### config.mk
export PLATFORM = sky130hd
export DESIGN_NAME = mem_stage
export DESIGN_NICKNAME = d
export VERILOG_FILES = /design/src/rtl/mem_stage_pkg.sv /design/src/rtl/mem_stage_dmem_ctrl.sv /design/src/rtl/mem_stage.sv
export SDC_FILE = /design/constraint.sdc
export NUM_CORES = 1
export LEC_CHECK = 0
export ABC_AREA = 1
export CAP_MARGIN = 30
export CORE_ASPECT_RATIO = 0.5
export CORE_MARGIN = 5
export CORE_UTILIZATION = 36
export CTS_BUF_LIST = sky130_fd_sc_hd__clkbuf_16
export DETAILED_ROUTE_END_ITERATION = 10
export PLACE_DENSITY = 0.77
export SLEW_MARGIN = 15
export SYNTH_ARGS = -nofsm -noshare
export SYNTH_HDL_FRONTEND = slang
export SYNTH_SLANG_ARGS = --single-unit
### constraint.sdc
create_clock -name i_clk -period 1.1 [get_ports i_clk]
set_clock_uncertainty 0.05 [all_clocks]
set_input_delay 0.11 -clock i_clk [delete_from_list [all_inputs] [get_ports i_clk]]
set_output_delay 0.11 -clock i_clk [all_outputs]
set_load 0.05 [all_outputs]
### src/rtl/mem_stage_pkg.sv
// rtl/mem_stage_pkg.sv - shared types and constants for the MEM pipeline stage
// Purpose: controller state encoding, register-address width, word-alignment constant.
// Ports:   none (package).
package mem_stage_pkg;

    localparam int REG_ADDR_W = 5;

    // Byte-offset bits cleared to form a word-aligned bus address.
    localparam int WORD_LSB = 2;

    typedef enum logic {
        S_IDLE = 1'b0,
        S_REQ  = 1'b1
    } state_e;

endpackage

### src/rtl/mem_stage_dmem_ctrl.sv
// rtl/mem_stage_dmem_ctrl.sv - data-memory access controller (FSM, bus regs, timeout)
// Purpose: runs the req/ack handshake for one load or store and stalls the pipeline until it completes.
// Optional feature: MEM_STAGE_TIMEOUT_EN adds a REQ-cycle counter that forces completion.
// Ports:
//   i_clk, i_rst          clock, synchronous active-high reset
//   i_memop, i_we         access request from EX/MEM and its direction (1 = write)
//   i_addr, i_wdata       byte address and store data from EX/MEM
//   i_ack                 bus access complete
//   o_req, o_we           bus request (held until ack) and direction
//   o_addr, o_wdata       registered word-aligned address and store data
//   o_stall               freeze upstream stages
//   o_pass                IDLE with no memop: MEM/WB takes the inputs directly
//   o_done                access finished this cycle (ack or forced)
//   o_timeout             this completion was forced by the timeout
//   o_err_timeout         sticky timeout flag
module M_dmem_ctrl #(
    parameter int DATA_W         = 32,
    parameter int ADDR_W         = 32,
    parameter int TIMEOUT_CYCLES = 16
) (
    input  logic              i_clk,
    input  logic              i_rst,
    input  logic              i_memop,
    input  logic              i_we,
    input  logic [ADDR_W-1:0] i_addr,
    input  logic [DATA_W-1:0] i_wdata,
    input  logic              i_ack,
    output logic              o_req,
    output logic              o_we,
    output logic [ADDR_W-1:0] o_addr,
    output logic [DATA_W-1:0] o_wdata,
    output logic              o_stall,
    output logic              o_pass,
    output logic              o_done,
    output logic              o_timeout,
    output logic              o_err_timeout
);
    import mem_stage_pkg::*;

    state_e            state_q, state_d;
    logic              we_q, we_d;
    logic [ADDR_W-1:0] addr_q, addr_d;
    logic [DATA_W-1:0] wdata_q, wdata_d;
    logic              timeout_hit;

`ifdef MEM_STAGE_TIMEOUT_EN
    localparam int CNT_W = ($clog2(TIMEOUT_CYCLES) > 0) ? $clog2(TIMEOUT_CYCLES) : 1;

    logic [CNT_W-1:0] cnt_q, cnt_d;
    logic             err_q, err_d;

    // Counter is zero in the first REQ cycle and counts REQ cycles seen without ack.
    always_comb begin
        cnt_d = '0;
        if (state_q == S_REQ) begin
            cnt_d = cnt_q + CNT_W'(1);
        end
    end

    assign timeout_hit = (state_q == S_REQ) && !i_ack &&
                         (cnt_q == CNT_W'(TIMEOUT_CYCLES - 1));

    always_comb begin
        err_d = err_q | timeout_hit;
    end

    always_ff @(posedge i_clk) begin
        if (i_rst) begin
            cnt_q <= '0;
            err_q <= 1'b0;
        end else begin
            cnt_q <= cnt_d;
            err_q <= err_d;
        end
    end

    assign o_err_timeout = err_q;
`else
    logic [31:0] unused_timeout_cycles;
    assign unused_timeout_cycles = TIMEOUT_CYCLES;
    assign timeout_hit   = 1'b0;
    assign o_err_timeout = 1'b0;
`endif

    always_comb begin
        state_d   = state_q;
        we_d      = we_q;
        addr_d    = addr_q;
        wdata_d   = wdata_q;
        o_stall   = 1'b0;
        o_pass    = 1'b0;
        o_done    = 1'b0;
        o_timeout = 1'b0;
        case (state_q)
            S_IDLE: begin
                if (i_memop) begin
                    we_d    = i_we;
                    addr_d  = {i_addr[ADDR_W-1:WORD_LSB], {WORD_LSB{1'b0}}};
                    wdata_d = i_wdata;
                    o_stall = 1'b1;
                    state_d = S_REQ;
                end else begin
                    o_pass = 1'b1;
                end
            end
            S_REQ: begin
                if (i_ack) begin
                    o_done  = 1'b1;
                    state_d = S_IDLE;
                end else if (timeout_hit) begin
                    o_done    = 1'b1;
                    o_timeout = 1'b1;
                    state_d   = S_IDLE;
                end else begin
                    o_stall = 1'b1;
                end
            end
            default: begin
                state_d = S_IDLE;
            end
        endcase
    end

    always_ff @(posedge i_clk) begin
        if (i_rst) begin
            state_q <= S_IDLE;
            we_q    <= 1'b0;
            addr_q  <= '0;
            wdata_q <= '0;
        end else begin
            state_q <= state_d;
            we_q    <= we_d;
            addr_q  <= addr_d;
            wdata_q <= wdata_d;
        end
    end

    assign o_req   = (state_q == S_REQ);
    assign o_we    = we_q;
    assign o_addr  = addr_q;
    assign o_wdata = wdata_q;

endmodule

### src/rtl/mem_stage.sv
// rtl/mem_stage.sv - MEM pipeline stage: data-memory access, MEM/WB register, W-stage feedback
// Purpose: issues the load/store for the EX/MEM instruction, stalls until done, then loads MEM/WB.
// Optional feature: MEM_STAGE_TIMEOUT_EN (bus timeout with sticky o_err_timeout).
// Ports:
//   i_clk, i_rst                       clock, synchronous active-high reset
//   i_data_pc4/alures/rt, i_addr_regdst EX/MEM data and destination register
//   i_con_M*, i_con_W*                 memory and write-back controls
//   o_dmem_*, i_dmem_*                 req/ack data-memory bus
//   o_con_stall                        freeze IF/ID/EX and EX/MEM
//   o_data_memout/result, o_addr_Wrd, o_con_W*  MEM/WB register
//   o_err_timeout                      sticky bus-timeout flag
module mem_stage #(
    parameter int DATA_W         = 32,
    parameter int ADDR_W         = 32,
    parameter int TIMEOUT_CYCLES = 16
) (
    input  logic              i_clk,
    input  logic              i_rst,
    input  logic [DATA_W-1:0] i_data_pc4,
    input  logic [DATA_W-1:0] i_data_alures,
    input  logic [DATA_W-1:0] i_data_rt,
    input  logic [4:0]        i_addr_regdst,
    input  logic              i_con_Mmemread,
    input  logic              i_con_Mmemwrite,
    input  logic              i_con_Malupc8,
    input  logic              i_con_Wmemtoreg,
    input  logic              i_con_Wregwrite,
    output logic              o_dmem_req,
    output logic              o_dmem_we,
    output logic [ADDR_W-1:0] o_dmem_addr,
    output logic [DATA_W-1:0] o_dmem_wdata,
    input  logic              i_dmem_ack,
    input  logic [DATA_W-1:0] i_dmem_rdata,
    output logic              o_con_stall,
    output logic [DATA_W-1:0] o_data_memout,
    output logic [DATA_W-1:0] o_data_result,
    output logic [4:0]        o_addr_Wrd,
    output logic              o_con_Wmemtoreg,
    output logic              o_con_Wregwrite,
    output logic              o_err_timeout
);
    import mem_stage_pkg::*;

    logic                  memop;
    logic                  pass;
    logic                  done;
    logic                  timeout;
    logic [DATA_W-1:0]     result_mux;

    logic [DATA_W-1:0]     memout_q, memout_d;
    logic [DATA_W-1:0]     result_q, result_d;
    logic [REG_ADDR_W-1:0] wrd_q, wrd_d;
    logic                  memtoreg_q, memtoreg_d;
    logic                  regwrite_q, regwrite_d;

    assign memop = i_con_Mmemread | i_con_Mmemwrite;

    M_dmem_ctrl #(
        .DATA_W         (DATA_W),
        .ADDR_W         (ADDR_W),
        .TIMEOUT_CYCLES (TIMEOUT_CYCLES)
    ) u_dmem_ctrl (
        .i_clk         (i_clk),
        .i_rst         (i_rst),
        .i_memop       (memop),
        .i_we          (i_con_Mmemwrite),
        .i_addr        (i_data_alures[ADDR_W-1:0]),
        .i_wdata       (i_data_rt),
        .i_ack         (i_dmem_ack),
        .o_req         (o_dmem_req),
        .o_we          (o_dmem_we),
        .o_addr        (o_dmem_addr),
        .o_wdata       (o_dmem_wdata),
        .o_stall       (o_con_stall),
        .o_pass        (pass),
        .o_done        (done),
        .o_timeout     (timeout),
        .o_err_timeout (o_err_timeout)
    );

    assign result_mux = i_con_Malupc8 ? (i_data_pc4 + DATA_W'(4)) : i_data_alures;

    // Anything other than a pass-through or a completed access writes a bubble.
    always_comb begin
        memout_d   = '0;
        result_d   = '0;
        wrd_d      = '0;
        memtoreg_d = 1'b0;
        regwrite_d = 1'b0;
        if (pass || done) begin
            result_d   = result_mux;
            wrd_d      = i_addr_regdst;
            memtoreg_d = i_con_Wmemtoreg;
            regwrite_d = i_con_Wregwrite & !timeout;
            // Stores and forced completions return no data.
            if (done && i_dmem_ack && !o_dmem_we) begin
                memout_d = i_dmem_rdata;
            end
        end
    end

    always_ff @(posedge i_clk) begin
        if (i_rst) begin
            memout_q   <= '0;
            result_q   <= '0;
            wrd_q      <= '0;
            memtoreg_q <= 1'b0;
            regwrite_q <= 1'b0;
        end else begin
            memout_q   <= memout_d;
            result_q   <= result_d;
            wrd_q      <= wrd_d;
            memtoreg_q <= memtoreg_d;
            regwrite_q <= regwrite_d;
        end
    end

    assign o_data_memout   = memout_q;
    assign o_data_result   = result_q;
    assign o_addr_Wrd      = wrd_q;
    assign o_con_Wmemtoreg = memtoreg_q;
    assign o_con_Wregwrite = regwrite_q;

endmodule

# ---- Word-level counts from Yosys, hierarchy flattened
# Cells that the tools add are included.
# Widths: inputs -> output; s select.
dict set report word_totals {
  register_bits 135
  in_bits 141
  out_inout_bits 139
  elab_cells 29
}
dict set report op_classes {
  addsub 1
  mux 8
  bitwise_logic 4
  n_reduce_logical 7
}
# op count
set ops {}
lappend ops {{$add 32x3->32 const B} 1}
lappend ops {{$mux 32} 1}
lappend ops {{$mux 1} 6}
lappend ops {{$not 1->1} 3}
lappend ops {{$reduce_or 3->1} 1}
lappend ops {{$logic_and 1x1->1} 2}
lappend ops {{$pmux 1 s2} 1}
lappend ops {{$reduce_and 2->1} 1}
lappend ops {{$reduce_or 2->1} 1}
lappend ops {{$logic_not 1->1} 1}
lappend ops {{$logic_or 1x1->1} 1}
lappend ops {{$or 1x1->1} 1}

# ---- Depth between registers and ports, before layout
# Gate-level depths: netlist (run 1).
dict set report depth {
  ltp_word 6
  depth_mapped 10
  mapped_depth_nobuf 10
}

# ---- Modules after synthesis
# Synthesis (run 1) repeated with hierarchy kept, for this count alone.
dict set report unflattened {
  cells_unflattened 906
  hier_area_um2 6064.6
}
# mod instances cells_per_inst area_per_inst_um2 seq_area_each_um2
set modules_own_cells {}
lappend modules_own_cells {mem_stage 1 485 3175.5 1421.4}
lappend modules_own_cells {M_dmem_ctrl 1 421 2889.0 1281.2}

# ---- Least setup slack after synthesis (run 1)
# No wires, ideal clock.
dict set report synth_path {
  path_type {flip-flop to flip-flop}
  startpoint {register u_dmem_ctrl.state_q, in the netlist u_dmem_ctrl.o_req}
  endpoint {register result_q[15], in the netlist o_data_result[15]}
  setup_time_ns 0.109
  t_arrival_ns 1.646
  t_required_ns 0.941
  setup_slack_ns -0.705
  stages_incl_launch_ff 10
  path_buffers 1
  period_less_slack_ns 1.805
  path_cell_list {dfxtp_1 -> inv_1 -> or2_1 -> nand2_2 -> nor2_4 -> inv_4 -> buf_6 -> nor2_1 -> nand2_1 -> inv_1}
}
dict set report synth_via {
  elab_chain_len 4
  elab_cells_between_ends 5
  cone_classes {mux: 2; bitwise: 1; reduce/logical: 2}
}
# element line
set synth_lines {}
lappend synth_lines {{start, declared} mem_stage_dmem_ctrl.sv:40} ;# state_e state_q, state_d;
lappend synth_lines {{start signal, assigned} mem_stage_dmem_ctrl.sv:131} ;# state_q <= state_d;
lappend synth_lines {{$mux 1} mem_stage_dmem_ctrl.sv:94} ;# case (state_q)
lappend synth_lines {{$logic_or 1x1->1 (*)} mem_stage.sv:90} ;# if (pass || done) begin
lappend synth_lines {{$not 1->1 (no source line) (*)} -}
lappend synth_lines {{$reduce_or 2->1 (no source line) (*)} -}
lappend synth_lines {{end signal, assigned} mem_stage.sv:111} ;# result_q <= result_d;
lappend synth_lines {{end, declared} mem_stage.sv:51} ;# logic [DATA_W-1:0] result_q, result_d;
# Every way passes the cells marked *; elsewhere a longest branch is shown, timed or not.
# A chain may end at the register's enable or synchronous reset.

# ---- Final worst setup path (run 1)
dict set report layout_path {
  startpoint {register u_dmem_ctrl.state_q, in the netlist u_dmem_ctrl.o_req}
  endpoint {output port o_con_stall}
}
dict set report layout_via {
  elab_chain_len 2
}
# element line
set layout_lines {}
lappend layout_lines {{$not 1->1} -}
lappend layout_lines {{$pmux 1 s2 (*)} mem_stage_dmem_ctrl.sv:94}
lappend layout_lines {{end, declared} mem_stage.sv:34} ;# output logic o_con_stall,
# Marks and branches as above.

==> impl_metrics.json, run 1 <==
{
  "cts.sink_count": 135,
  "dpl.hpwl_um": 16000,
  "fin_tns_setup_ps": -29250,
  "drv_slew": 0,
  "grt_usage_pct": 23.7,
  "min_period_ps": 1520,
  "place_congestion": 0.905,
  "leakagePower_nw": 4.97,
  "worst-path-max-fanout": 2,
  "cp.arrival_ps": 1360,
  "die_width_um": 183,
  "max_freq_mhz": 660,
  "cts.clk_slew.worst_paths_ps": 60,
  "vias": 6443,
  "portBuffers": 276,
  "overflow": 0,
  "cts_root_buf": "clkbuf_16",
  "layout_setup_ws_ps": -416,
  "synth_most_common_cell": "nand2_1",
  "finalNetCount": 1220,
  "dr.pass1.iters": 5,
  "antenna_found_initial": 1,
  "cts_tree": "built",
  "hold_viol_final": 0,
  "ys.flop_type": "dfxtp_1",
  "initial_core_util_pct": 36.9,
  "num_rows": 31,
  "core-area_um2": 14500,
  "cts_buffers": 17,
  "avgRoutedWirePerCell_um": 18.8,
  "clkLatencyLatePin_ps": 410,
  "grt_pass1_wl_um": 32400,
  "violations": "setup timing",
  "yosysUniqueCellTypes": 28,
  "synth_seq_area_share_pct": 50.5,
  "outcome": "finished with violations",
  "drv_cap": 0,
  "final_antenna_net_count": 0,
  "required_ps": 940,
  "grtUsageMet3_pct": 4.98,
  "synth-edff-count": 0,
  "htreeDepth": 4,
  "synth_seq_cells": 135,
  "num_io_pins": 280,
  "grt_max_degree": 41,
  "synth_cells": 749,
  "hold_class": "primary input to register",
  "cts_buffer_depth": 2,
  "die_area_um2": 17600,
  "finalCritPeriodShare_pct": 138,
  "drtIter0Drc": 492,
  "ys_warn_count": 0,
  "syn_avg_cell_area_um2": 7.15,
  "finalPower_w": 0.0155,
  "synth.cell_area_um2": 5360,
  "syn_to_final_growth_pct": 114,
  "synth_top_area_cell": "dfxtp_1",
  "async_flop_share_pct": 0,
  "final-setup-viol-count": 137,
  "layout-drive-gt1-share_pct": 38.4,
  "fillerInstances": 826,
  "yosysTopAreaCellShare_pct": 50.5,
  "synth_common_cells": "nand2_1, dfxtp_1, nor2_1",
  "wl_um": 24300,
  "use_met1_pct": 26.0,
  "route.detailed.drc": 0,
  "powerDensity_nw_per_um2": 1350,
  "viasPerCell": 4.99,
  "netlist_top_cells_area": "dfxtp_1, nand2_1, nor2_1, a21oi_1, inv_1",
  "grt.busiest_layer": "met2",
  "dieHeight_um": 96.3,
  "met2_usage_pct": 44.3,
  "rsz0062_at_grt": "yes",
  "start_kind": "register",
  "max-vdd-ir-drop_v": 0.00120,
  "first_global_vias": 6059,
  "setup.worst_path.end_class": "output port",
  "critPathKind": "register to output port"
}
## cells by family after synthesis
logic type               after synthesis  synth area share (%)
AND/OR/NAND/NOR                      383                  28.9
flip-flops                           135                  50.5
adder cells (fa/ha/maj)                1                 0.234
other                                  1                0.0700
buffers and inverters                120                  9.44
AO/OA/AOI/OAI                        101                  9.55
XOR/XNOR                               8                  1.31
## timing repair
action,CTS,global route
endpoints found under the hold margin,1,0
hold buffers,1,0
endpoints found under the setup margin,168,181
resized for setup,86,149
pin swaps,7,18
cloned,7,3
setup buffers,3,5
## registers in the layout, indices dropped and copies added (netlist names)
signal	flops
o_data_result	32
u_dmem_ctrl.o_addr	30
u_dmem_ctrl.o_wdata	32
u_dmem_ctrl.o_we	1
o_data_memout	32
o_addr_Wrd	5
o_con_Wregwrite	1
o_con_Wmemtoreg	1
u_dmem_ctrl.o_req	1
## cells in the final DEF (no fill, tap or decap), drive strengths merged
master and instances:
diode 1, dlymetal6s2s 2, bufbuf 3, clkinv 9, conb 3, o21ai 20, ha 1, clkinvlp 3
buf 197, xnor2 4, or2 6, xor2 4, o21bai 1, clkdlybuf4s50 135, and2 1, dfxtp 135
clkbuf 19, nand2 221, nand3 30, nand4 1, nor2 124, dlygate4sd3 1, a21oi 80, dlygate4sd2 2
inv 88, bufinv 1
## through the flow
step           area, um^2  setup slack [ps]  cells  utilization, %  hold WS [ps]
3_3_place_gp         9990              -621   1238            68.9           327
4_1_cts             10900              -425   1281            75.2           158
6_report            11400              -416   1290            78.9           158
2_1_floorplan        5400              -318    751               -           172
5_1_grt             11400              -457   1290            78.9           162
3_5_place_dp         9990              -703   1238            68.9           330
## critical path: stages, from the launching register on
cell and delay (ps):
dfxtp_4 360, inv_4 40, or2_4 250, nand2_8 70, buf_6 90, buf_12 120
## layer usage
metal,up-vias,part of all wire (%)
li1,2955,-
met1,3011,37
met2,363,51
met5,-,0
met4,0,5.3
met3,114,7.1
## area by class of cell
| class | instances | area (um^2) | share of cell area (%) |
|---|---|---|---|
| Antenna cell | 1 | 2.50 | 0.0219 |
| Clock buffer | 18 | 450 | 3.93 |
| Clock inverter | 14 | 124 | 1.08 |
| Inverter | 84 | 352 | 3.07 |
| Multi-Input combinational cell | 496 | 2490 | 21.8 |
| Sequential cell | 135 | 2840 | 24.8 |
| Tap cell | 198 | 248 | 2.16 |
| Timing Repair Buffer | 341 | 4890 | 42.8 |
| Timing Repair inverter | 3 | 47.5 | 0.415 |
## power by group
group          total, W  switching [W]  internal (W)
Clock           0.00557        0.00231       0.00326
Combinational   0.00441        0.00227       0.00214
Sequential      0.00550       0.000283       0.00522
Total            0.0155        0.00486        0.0106
## path summary, 6_finish.rpt
path / start / end / slack [ps] / depth (start not counted)
worst max-delay path: u_dmem_ctrl.o_req / o_con_stall / -420 / 5
worst min-delay path: i_dmem_rdata[28] / o_data_memout[28] / 160 / 3
worst max register to register: u_dmem_ctrl.o_req / o_data_result[17] / -380 / 10
worst min register to register: u_dmem_ctrl.o_wdata[26] / u_dmem_ctrl.o_wdata[26] / 430 / 2
(Power assumes the default switching activity.)
==> inputs of run 2 (changes only) <==
--- a/config.mk
+++ b/config.mk
@@ -8,7 +8,6 @@
 export ABC_AREA = 1
 export CAP_MARGIN = 30
 export CORE_ASPECT_RATIO = 0.5
-export CORE_MARGIN = 5
 export CORE_UTILIZATION = 36
 export CTS_BUF_LIST = sky130_fd_sc_hd__clkbuf_16
 export DETAILED_ROUTE_END_ITERATION = 10
==> run 2 against run 1 <==
The run still ends with setup timing left. Setup slack got worse by 120 ps. First-iteration DRC count is 32% higher. Utilization is 1.5 points higher. Die area is 12% lower. Global-route usage grew 6.4 points. Combinational power rose by 5.7%. Sequential share of layout area decreased by 0.33 points.
==> impl_metrics.json, run 2 (synthesis results as in run 1) <==
{
  "first_global_vias": 6503,
  "num_rows": 31,
  "cpPeakStageDelay_ps": 360,
  "max_slew_margin_pct": 63.6,
  "worst-path-max-fanout": 15,
  "diodes": 0,
  "max-vdd-ir-drop_v": 0.00118,
  "syn_to_final_growth_pct": 118,
  "max_freq_mhz": 612,
  "mostFrequentLayoutCells": "nand2_1, buf_12, clkdlybuf4s50_1",
  "r2r_setup_slack_ps": -530,
  "min_period_ps": 1630,
  "worst_hold_slack_ps": 158,
  "core-area_um2": 14500,
  "cts.sink_count": 135,
  "setup.worst_path.end_class": "register",
  "die_area_um2": 15400,
  "grt_pass1_wl_um": 35300,
  "outcome": "finished with violations",
  "final_antenna_net_count": 0,
  "finalNetCount": 1229,
  "cts_buffers": 17,
  "worst_slew_pin_slew_ps": 544,
  "num_io_pins": 280,
  "viasPerCell": 5.33,
  "critPathKind": "register to register",
  "violations": "setup timing",
  "cts_root_buf": "clkbuf_16",
  "cp_cell_sequence": "inv_4 -> o21ai_4 -> buf_4 -> buf_12 -> buf_6 -> buf_16 -> nand2_1 -> a21oi_1",
  "initial_core_util_pct": 36.9,
  "wl_um": 27600,
  "place_congestion": 0.945,
  "leakagePower_nw": 5.06,
  "layout_commonest_cell": "nand2_1",
  "cts_buffer_depth": 2,
  "hold_buffers": 0,
  "htreeDepth": 4,
  "place_area_um2": 10000,
  "portBuffers": 276,
  "die_width_um": 175,
  "cp.arrival_ps": 1880,
  "vias": 6908,
  "slowest_stage": "dfxtp_4",
  "drv_slew": 0,
  "clkLatencyLatePin_ps": 420,
  "rsz0062_at_grt": "yes",
  "cts_tree": "built",
  "hold_viol_final": 0,
  "final-setup-viol-count": 131,
  "dr.pass1.iters": 7,
  "overflow": 0,
  "design_area_um2": 11700,
  "layout_setup_ws_ps": -535,
  "hold_class": "primary input to register",
  "dpl.hpwl_um": 15200,
  "grt_max_degree": 44,
  "avgRoutedWirePerCell_um": 21.2,
  "grt_usage_pct": 30.1,
  "dieHeight_um": 88.3,
  "finalCritPeriodShare_pct": 149,
  "cts.clk_slew.worst_paths_ps": 60,
  "drv_cap": 0,
  "required_ps": 1350,
  "route.detailed.drc": 0,
  "antenna_found_initial": 0,
  "drtIter0Drc": 648,
  "powerDensity_nw_per_um2": 1370,
  "start_kind": "register",
  "layout-drive-gt1-share_pct": 40.7
}
run 2: cell count changes in the layout (fill, tap and decap cells not counted), moves of 5 or more:
cell / change
o21ai_1: +5
a21oi_1: -16
nor2_4: -11
buf_16: +5
dfxtp_1: -6
a21oi_2: +16
nor2_2: +17
o21ai_2: -6
nor2_1: -6
inv_1: +5
run 2: critical path, delay by kind of cell, from the launching register on:
family	cells	cell delay, ps
DFF	1	360
and+or+nand+nor	1	70
AOI/OAI and AO/OA	2	390
buffers and inverters	5	640
run 2: metal layers:
layer | vias up | GRT usage (%) | part of all wire, %
met5 | - | 0 | 0
met4 | 0 | 17.1 | 6.8
met3 | 183 | 6.62 | 9.1
met2 | 533 | 54.5 | 49
met1 | 3223 | 33.9 | 35
li1 | 2969 | - | -
run 2: final cells by class:
cell class,count,area (um^2)
repair buffers,351,5080
multi-input cells,496,2520
well taps,198,248
clock buffers,17,425
inverters,84,370
clock inverters,14,144
repair inverters,2,27.5
fillers,762,2840
flip-flops and latches,135,2850
run 2: repair_timing:
item / in CTS / in global routing
gates cloned: 9 / 5
pin swaps: 4 / 12
resized for setup: 120 / 136
endpoints found under the setup margin: 163 / 201
buffers inserted: 7 / 8
run 2: path summary, 6_finish.rpt:
| kind | start | endpoint | cells after the start |
|---|---|---|---|
| setup / recovery | u_dmem_ctrl.o_req | u_dmem_ctrl.o_wdata[25] | 8 |
| hold / removal | i_dmem_rdata[0] | o_data_memout[0] | 3 |
| setup reg to reg | u_dmem_ctrl.o_req | u_dmem_ctrl.o_wdata[25] | 8 |
| hold reg to reg | u_dmem_ctrl.o_wdata[11] | u_dmem_ctrl.o_wdata[11] | 2 |
run 2: where the power goes:
group / internal, W / leakage, nW / switching, W
clock network: 0.00349 / 0.291 / 0.00225
registers: 0.00522 / 1.15 / 0.000310
logic: 0.00227 / 3.62 / 0.00238
run 2: per-stage QoR:
| stage | setup TNS (ps) | setup slack, ps | cells | util, % | total power, W |
|---|---|---|---|---|---|
| after CTS | -33110 | -400 | 1287 | 77.3 | 0.0155 |
| after global placement | -50750 | -615 | 1240 | 69.2 | 0.00931 |
| after detailed placement | -54600 | -700 | 1240 | 69.2 | 0.00939 |
| after floorplan | -18940 | -318 | 751 | - | 0.00714 |
| after global routing | -43330 | -535 | 1297 | 80.4 | 0.0163 |
| final | -39510 | -535 | 1297 | 80.4 | 0.0159 |
